### config.mk
export PLATFORM = sky130hd
export DESIGN_NAME = hazard_ctrl_pipe
export DESIGN_NICKNAME = d
export VERILOG_FILES = /design/src/rtl/hazard_pkg.sv /design/src/rtl/hazard_detect.sv /design/src/rtl/hazard_ctrl_pipe.sv
export SDC_FILE = /design/constraint.sdc
export NUM_CORES = 1
export LEC_CHECK = 0
export CORE_MARGIN = 1.5
export CORE_UTILIZATION = 45
export CTS_BUF_LIST = sky130_fd_sc_hd__clkbuf_8
export DETAILED_ROUTE_END_ITERATION = 8
export PLACE_DENSITY_LB_ADDON = 0.15
export SETUP_SLACK_MARGIN = 0.05
export SKIP_LAST_GASP = 1
export SLEW_MARGIN = 20
export SYNTH_ARGS = -nofsm -noshare
export SYNTH_HDL_FRONTEND = slang
export SYNTH_HIERARCHICAL = 1
export SYNTH_SLANG_ARGS = --single-unit
### constraint.sdc
create_clock -name clk_i -period 2.3 [get_ports clk_i]
set_input_delay 0.23 -clock clk_i [delete_from_list [all_inputs] [get_ports clk_i]]
set_output_delay 0.23 -clock clk_i [all_outputs]
set_load 0.02 [all_outputs]
### src/rtl/hazard_pkg.sv
// hazard_pkg: shared types and constants for the hazard/control pipeline.
//   state_e       - hazard FSM states (RUN, BUSY)
//   MEMREAD_BIT   - position of MemRead inside the M control bundle
//   *_W_DEF       - default bundle / address / latency widths
//   *_ZERO        - all-zero (bubble) bundles at the default widths
package hazard_pkg;

  typedef enum logic {
    RUN  = 1'b0,
    BUSY = 1'b1
  } state_e;

  localparam int MEMREAD_BIT  = 1;

  localparam int EX_W_DEF     = 4;
  localparam int M_W_DEF      = 2;
  localparam int WB_W_DEF     = 2;
  localparam int REG_AW_DEF   = 5;
  localparam int LONG_LAT_DEF = 3;
  localparam int CNT_W_DEF    = 16;

  localparam logic [EX_W_DEF-1:0] EX_ZERO = '0;
  localparam logic [M_W_DEF-1:0]  M_ZERO  = '0;
  localparam logic [WB_W_DEF-1:0] WB_ZERO = '0;

endpackage

### src/rtl/hazard_detect.sv
// hazard_detect: combinational load-use detector.
//   run      in  FSM is in RUN (no detection while EX is frozen)
//   mem_read in  MemRead bit of the ID/EX M bundle (instruction in EX is a load)
//   idex_rt  in  destination (rt) of the load sitting in ID/EX
//   id_rs    in  rs of the instruction in ID
//   id_rt    in  rt of the instruction in ID
//   load_use out ID instruction consumes the load result next cycle -> stall
module hazard_detect
  import hazard_pkg::*;
#(
  parameter int REG_AW = REG_AW_DEF
) (
  input  logic              run,
  input  logic              mem_read,
  input  logic [REG_AW-1:0] idex_rt,
  input  logic [REG_AW-1:0] id_rs,
  input  logic [REG_AW-1:0] id_rt,
  output logic              load_use
);

  // $0 is hardwired to zero, so a load into it never creates a dependency.
  assign load_use = run && mem_read && (idex_rt != '0) &&
                    ((idex_rt == id_rs) || (idex_rt == id_rt));

endmodule

### src/rtl/hazard_ctrl_pipe.sv
// hazard_ctrl_pipe: control-bundle pipeline registers (ID/EX, EX/MEM, MEM/WB)
// with load-use stall, branch-flush bubble and multi-cycle EX freeze.
//
// Ports:
//   clk_i, rst_i (async, active-low)
//   ex_ctrl_i/m_ctrl_i/wb_ctrl_i  decoded bundles from ID
//   long_op_i                     ID instruction is long-latency (mul/div)
//   id_rs_i/id_rt_i               ID source registers
//   flush_i                       branch taken in ID, discard ID instruction
//   ex_ctrl_o/exm_ctrl_o/exwb_ctrl_o  ID/EX bundles
//   m_ctrl_o/memwb_ctrl_o             EX/MEM bundles
//   wb_ctrl_o                         MEM/WB bundle
//   pc_write_o/ifid_write_o           front-end update enables
//   ex_busy_o                         FSM state (1 = BUSY); this is the FSM debug view
//
// Optional: define HAZARD_STATS_EN to add parameter CNT_W and saturating
// counters bubble_cnt_o (ID/EX bubbles from flush/load-use) and busy_cnt_o
// (BUSY cycles).
//
// Enable semantics: pc_write_o/ifid_write_o high means the front end advances
// on the next edge; low means it holds its current instruction.
module hazard_ctrl_pipe
  import hazard_pkg::*;
#(
  parameter int EX_W     = EX_W_DEF,
  parameter int M_W      = M_W_DEF,
  parameter int WB_W     = WB_W_DEF,
  parameter int REG_AW   = REG_AW_DEF,
  parameter int LONG_LAT = LONG_LAT_DEF
`ifdef HAZARD_STATS_EN
  ,
  parameter int CNT_W    = CNT_W_DEF
`endif
) (
  input  logic              clk_i,
  input  logic              rst_i,
  input  logic [EX_W-1:0]   ex_ctrl_i,
  input  logic [M_W-1:0]    m_ctrl_i,
  input  logic [WB_W-1:0]   wb_ctrl_i,
  input  logic              long_op_i,
  input  logic [REG_AW-1:0] id_rs_i,
  input  logic [REG_AW-1:0] id_rt_i,
  input  logic              flush_i,
  output logic [EX_W-1:0]   ex_ctrl_o,
  output logic [M_W-1:0]    exm_ctrl_o,
  output logic [WB_W-1:0]   exwb_ctrl_o,
  output logic [M_W-1:0]    m_ctrl_o,
  output logic [WB_W-1:0]   memwb_ctrl_o,
  output logic [WB_W-1:0]   wb_ctrl_o,
  output logic              pc_write_o,
  output logic              ifid_write_o,
  output logic              ex_busy_o
`ifdef HAZARD_STATS_EN
  ,
  output logic [CNT_W-1:0]  bubble_cnt_o,
  output logic [CNT_W-1:0]  busy_cnt_o
`endif
);

  localparam int CNT_BITS = $clog2(LONG_LAT) + 1;

  localparam logic [EX_W-1:0] EX_BUB = EX_W'(EX_ZERO);
  localparam logic [M_W-1:0]  M_BUB  = M_W'(M_ZERO);
  localparam logic [WB_W-1:0] WB_BUB = WB_W'(WB_ZERO);

  state_e              state;
  logic [CNT_BITS-1:0] cnt;
  logic [REG_AW-1:0]   idex_rt;
  logic                idex_long;
  logic                load_use;
  logic                bubble;

  hazard_detect #(
    .REG_AW (REG_AW)
  ) u_detect (
    .run      (state == RUN),
    .mem_read (exm_ctrl_o[MEMREAD_BIT]),
    .idex_rt  (idex_rt),
    .id_rs    (id_rs_i),
    .id_rt    (id_rt_i),
    .load_use (load_use)
  );

  // A flush outranks load_use: the dependent instruction is being discarded.
  assign bubble = (state == RUN) && (flush_i || load_use);

  always_comb begin
    pc_write_o   = 1'b1;
    ifid_write_o = 1'b1;
    if (state == BUSY) begin
      pc_write_o   = 1'b0;
      ifid_write_o = 1'b0;
    end else if (!flush_i && load_use) begin
      pc_write_o   = 1'b0;
      ifid_write_o = 1'b0;
    end
  end

  assign ex_busy_o = (state == BUSY);

  always_ff @(posedge clk_i or negedge rst_i) begin
    if (!rst_i) begin
      state        <= RUN;
      cnt          <= '0;
      ex_ctrl_o    <= EX_BUB;
      exm_ctrl_o   <= M_BUB;
      exwb_ctrl_o  <= WB_BUB;
      idex_rt      <= '0;
      idex_long    <= 1'b0;
      m_ctrl_o     <= M_BUB;
      memwb_ctrl_o <= WB_BUB;
      wb_ctrl_o    <= WB_BUB;
    end else begin
      wb_ctrl_o <= memwb_ctrl_o;
      case (state)
        BUSY: begin
          // ID/EX holds the long op; EX produces nothing downstream.
          m_ctrl_o     <= M_BUB;
          memwb_ctrl_o <= WB_BUB;
          cnt          <= cnt - CNT_BITS'(1);
          // idex_long is always set while BUSY; it also guards exit.
          if (cnt == CNT_BITS'(1) || !idex_long) begin
            state <= RUN;
          end
        end
        default: begin
          m_ctrl_o     <= exm_ctrl_o;
          memwb_ctrl_o <= exwb_ctrl_o;
          if (bubble) begin
            ex_ctrl_o   <= EX_BUB;
            exm_ctrl_o  <= M_BUB;
            exwb_ctrl_o <= WB_BUB;
            idex_rt     <= '0;
            idex_long   <= 1'b0;
          end else begin
            ex_ctrl_o   <= ex_ctrl_i;
            exm_ctrl_o  <= m_ctrl_i;
            exwb_ctrl_o <= wb_ctrl_i;
            idex_rt     <= id_rt_i;
            idex_long   <= long_op_i;
            // The RUN cycle of the op counts toward LONG_LAT, hence -1.
            if (long_op_i && (LONG_LAT > 1)) begin
              state <= BUSY;
              cnt   <= CNT_BITS'(LONG_LAT - 1);
            end
          end
        end
      endcase
    end
  end

`ifdef HAZARD_STATS_EN
  always_ff @(posedge clk_i or negedge rst_i) begin
    if (!rst_i) begin
      bubble_cnt_o <= '0;
      busy_cnt_o   <= '0;
    end else begin
      if (bubble && (bubble_cnt_o != '1)) begin
        bubble_cnt_o <= bubble_cnt_o + CNT_W'(1);
      end
      if ((state == BUSY) && (busy_cnt_o != '1)) begin
        busy_cnt_o <= busy_cnt_o + CNT_W'(1);
      end
    end
  end
`endif

endmodule
* Word-level counts from Yosys, hierarchy flattened
Cells that the tools add are included.
Storage, ports and cells: register bits after elaboration 24, latch bits 0, RAM bits 0, bits in read-only memories 0, input bits 22, output and inout bits 17, logic and storage cells 45, memories 0
Cells by class: add/sub/neg operators 1, $mul 0, divide/modulo/power cells 0, magnitude comparators 0, equality and inequality tests 4, shift-type cells 0, multiplexer cells 16, bitwise gates (word level) 1, reductions and logical operators 13
Operators with widths (number):
- $eq 5x5->1 | 2
- $mux 3 | 3
- $mux 2 | 4
- $mux 1 | 7
- $logic_and 1x1->1 | 5
- $mux 5 | 1
- $reduce_bool 5->1 | 1
- $mux 4 | 1
- $eq 3x1->1 const B | 1
- $logic_or 1x1->1 | 3
- $sub 3x1->3 const B | 1
- $logic_not 1->1 | 2
- $ne 2x2->1 const B | 1
- $reduce_and 2->1 | 1
- $reduce_bool 2->1 | 1
- $not 1->1 | 1

* Longest topological paths before layout
depth after elaboration 8, mapped depth 8, gate-level depth less buffers 6

* By module
The synthesis kept the hierarchy.
Modules (own cells, without submodules):
- hazard_ctrl_pipe | instances 1, cells an instance 66, area each 942.2 sq um, seq. area each 600.6 sq um
- hazard_detect | instances 1, cells an instance 17, area each 132.6 sq um, seq. area each 0.0 sq um

* Worst setup path after synthesis
OpenSTA, ideal clock, no wires.
kind register to output, from reg idex_rt[3], to out pc_write_o, arrival time 1800 ps, required time 2070 ps, path slack 270 ps, stages on the path, launching flop included 6, buffers on the path 1, path through dfrtp_1 > or4_1 > o211ai_2 > a21oi_1 > a21oi_1 > buf_4
On the way: word-level cells in the longest chain between the ends 6, elaborated cells on any way between the ends 9, classes of those cells eq/ne: 2; mux: 2; reduce/logical: 5
Ends and longest elaborated chain:
- start, declared | line hazard_ctrl_pipe.sv:68 | logic [REG_AW-1:0] idex_rt;
- start signal, assigned | line hazard_ctrl_pipe.sv:139 | idex_rt <= id_rt_i;
- $eq 5x5->1 or $reduce_bool 5->1 (tied branches) | line hazard_detect.sv:23, hazard_detect.sv:22
- $logic_or 1x1->1 or $logic_and 1x1->1 (tied branches) | line hazard_detect.sv:23, hazard_detect.sv:22
- $logic_and 1x1->1 (*) | line hazard_detect.sv:22 | assign load_use = run && mem_read && (idex_rt != '0) &&
- named net load_use | line hazard_ctrl_pipe.sv:70 | logic load_use;
- $logic_and 1x1->1 (*) | line hazard_ctrl_pipe.sv:93 | end else if (!flush_i && load_use) begin
- $mux 1 (*) (2 in a row)
- end, declared | line hazard_ctrl_pipe.sv:50 | output logic pc_write_o,
Mark *: on every way through the listed nets, which the timed path passes. The rest lies on a longest branch.

* Worst setup path in the final report
from reg idex_rt[2], to out ifid_write_o
On the way: word-level cells in the longest chain between the ends 6, elaborated cells on any way between the ends 9, classes of those cells eq/ne: 2; mux: 2; reduce/logical: 5
Ends and longest elaborated chain:
- $eq 5x5->1 or $reduce_bool 5->1 (tied branches) | line hazard_detect.sv:23, hazard_detect.sv:22
- $logic_or 1x1->1 or $logic_and 1x1->1 (tied branches) | line hazard_detect.sv:23, hazard_detect.sv:22
- $logic_and 1x1->1 (*) | line hazard_detect.sv:22
- named net load_use | line hazard_ctrl_pipe.sv:70
- $logic_and 1x1->1 (*) | line hazard_ctrl_pipe.sv:93
- $mux 1 (*) | line hazard_ctrl_pipe.sv:93
- $mux 1 (*) | line hazard_ctrl_pipe.sv:90 | if (state == BUSY) begin
- end, declared | line hazard_ctrl_pipe.sv:51 | output logic ifid_write_o,
Marks and branches as above.

==> metrics.txt <==
status=complete, no violations; fill count=184; core footprint=roughly 2200 um^2; H-tree lvl count=1; switching share of power=0.2695; nets=around 150; chip height=approximately 52 um; M2 GR Usage=0.3059; I/O pin count=39; crit start category=flop; die width=51.87 um; placed wire-length estimate=roughly 1.5 mm; die footprint=about 2700 um^2; Power Total=1.215 mW; final hold violation count=0; P_sw=between 0.3 and 0.4 mW; DR WL/cell=roughly 14 um; CTS clk-pin slew, worst paths=0.08 ns; FP Rows=17; fin cells=between 150 and 200; Syn Nets=107; Req. time, crit path=around 2.1 ns; Logic pwr share=0.266; Place WS=-0.1466 ns; Tcrit/Tclk final=0.9290; GR peak layer=met2; Clock Power Share=0.305; Netlist Area Pre-Place=approximately 1100 um^2; top cell type's share of synthesized area=0.5588; M1 GR Usage=0.2205; fraction of layout cells with a size suffix above 1=0.1935; asr flop ratio synth=1.000; routability congestion estimate from global placement=slightly above 0.8; vias in the first global route=811; Vias=800; first-pass detailed-route iteration total=4; Worst EP arrival=1.91 ns; CTS Sinks=24; RSZ-0062 raised after global routing=no; Tightest Hold Check Type=in -> async; Setup crit end kind=output port; # port buffers=38; global-route wire length before repair=3.539 mm; critical path type=reg -> out; overall routed net length=about 2.2 mm; worst reg-to-reg setup slack=0.24 ns; antenna violations before repair=0; Fmax=468.0 MHz; largest net degree at the start of global routing=29; most frequent cell after synthesis=dfrtp_1; initial DRC count=3; PwrDens=approximately 780 nW/um^2; Fin Clk Skew=between 0.003 and 0.004 ns; Seq cells post-synth=24; n_diodes=0; # DRC=0; peak supply drop=0.0004869 V; CTS tree=built; Skew-Pair Late Insertion Delay=between 0.2 and 0.3 ns; synth cell count leaders=24 x dfrtp_1, 9 x a22o_2, 6 x xor2_1; sequential share of the synthesized area=0.5588; GRT Util Overall=0.1867; Leakage=just over 0.7 nW; Synth area leaders=dfrtp_1 56%, a22o_2 8.4%, xor2_1 4.9%, a22o_1 4.1%, xnor2_1 3.3%; Worst Max-Slew Pin Slew=~0.61 ns; Setup-failing EPs final=0; Post-synth EDFFs=0; minimum clock period=approximately 2.1 ns; total of max-cap violations=0; Slew Limit Headroom=0.5952; Synth warnings=6; Area Growth Syn to Fin=44.59%; post-synthesis cell count=83; Slew Viols, Final=0; Synth area leader=dfrtp_1; critical path peak fanout=4; antenna-violating nets left=0; synthesized area per cell=roughly 13 um^2; Synth cell types=27; Internal Power=roughly 0.89 mW; GR Util met3=0.02299; Reg power frac=0.429; Initial Utilization=0.4812; CTS buffer count=3; Final WS setup=about 0.16 ns; Synth Flop Type=dfrtp_1; Root Buffer Master=clkbuf_8; Clock Tree Buf Depth=2; drt via density=between 5 and 6; Cells after DPL=between 100 and 150; gr ovfl total=0
## path summary, 6_finish.rpt
kind	startpoint	endpoint	cells past startpoint
min	rst_i	memwb_ctrl_o[0]	2
max in group asynchronous	rst_i	idex_rt[3]	2
min in group clk_i	memwb_ctrl_o[1]	wb_ctrl_o[1]	0
max reg2reg	idex_rt[4]	cnt[2]	5
min reg2reg	memwb_ctrl_o[1]	wb_ctrl_o[1]	0
max	idex_rt[2]	ifid_write_o	6
## timing repair
action | CTS | global route
cloned | 0 | 0
resized for setup | 3 | 5
hold buffers | 0 | 0
buffers inserted | 0 | 0
endpoints found under the setup margin | 2 | 2
## worst max-delay path, stage by stage, from the launching register on
cell      delay (ns)
dfrtp_1         0.44
xor2_1          0.18
nor3_1          0.28
nand3_1         0.20
a21oi_4         0.24
a21oi_1         0.12
clkbuf_2        0.17
## cell usage in the layout (no fill, tap or decap), drive strengths merged
cell type	synthesis	layout
clkdlybuf4s50	0	36
dfrtp	24	24
a22o	14	14
xor2	6	6
nor2b	5	5
clkbuf	1	5
inv	4	4
buf	4	4
xnor2	4	4
nor3	3	3
a22oi	2	2
ha	2	2
nand3	2	2
a21oi	2	2
nand2b	1	1
a32o	1	1
and2b	1	1
or3b	1	1
nor2	1	1
a21o	1	1
a21bo	1	1
nand3b	1	1
bufinv	0	1
or4	1	1
o211ai	1	1
## cells by family after synthesis
family	Yosys count	synth area share
fa+ha+maj	2	0.02328
flops	24	0.5588
buf+inv	9	0.05005
xor+xnor	10	0.08149
simple gates	16	0.1013
compound gates	22	0.1851
## metrics by stage
stage          cell area [um^2]    util  hold slack [ns]  TNS (ns)
3_3_place_gp               1481  0.6633           0.3559   -0.1887
5_1_grt                    1554  0.6958           0.3429         0
3_5_place_dp               1481  0.6633           0.3697   -0.2872
4_1_cts                    1554  0.6958           0.3169         0
2_1_floorplan              1075       -         -0.06559         0
6_report                   1554  0.6958           0.3088         0
## routing by layer
layer | routed length (um) | up-vias
li1 | - | 376
met3 | 133 | 6
met1 | 913 | 388
met2 | 1050 | 30
met4 | 67 | 0
met5 | 0 | -
## cell type report
type / count / area (um^2) / area share
inverter: 4 / 15.01 / 0.009662
tap: 28 / 35.03 / 0.02254
timing repair buffer: 42 / 400.4 / 0.2576
multi-input combinational: 50 / 431.7 / 0.2778
clock buffer: 3 / 41.29 / 0.02657
clock inverter: 1 / 30.03 / 0.01932
sequential: 24 / 600.6 / 0.3865
## sequential cells by signal, indices dropped and copies added (netlist names), 2 cells and up
register and flops:
exm_ctrl_o 2, exwb_ctrl_o 2, wb_ctrl_o 2, idex_rt 5
m_ctrl_o 2, ex_ctrl_o 4, cnt 3, memwb_ctrl_o 2
## power groups by stage
stage / Combinational, mW / Sequential (mW) / Clock [mW]
finish: 0.323 / 0.521 / 0.371
global placement: 0.320 / 0.526 / 0
detailed placement: 0.328 / 0.529 / 0
global route: 0.355 / 0.532 / 0.396
floorplan: 0.155 / 0.560 / 0
CTS: 0.326 / 0.521 / 0.377
No activity file was read; power rests on OpenSTA's default activity.
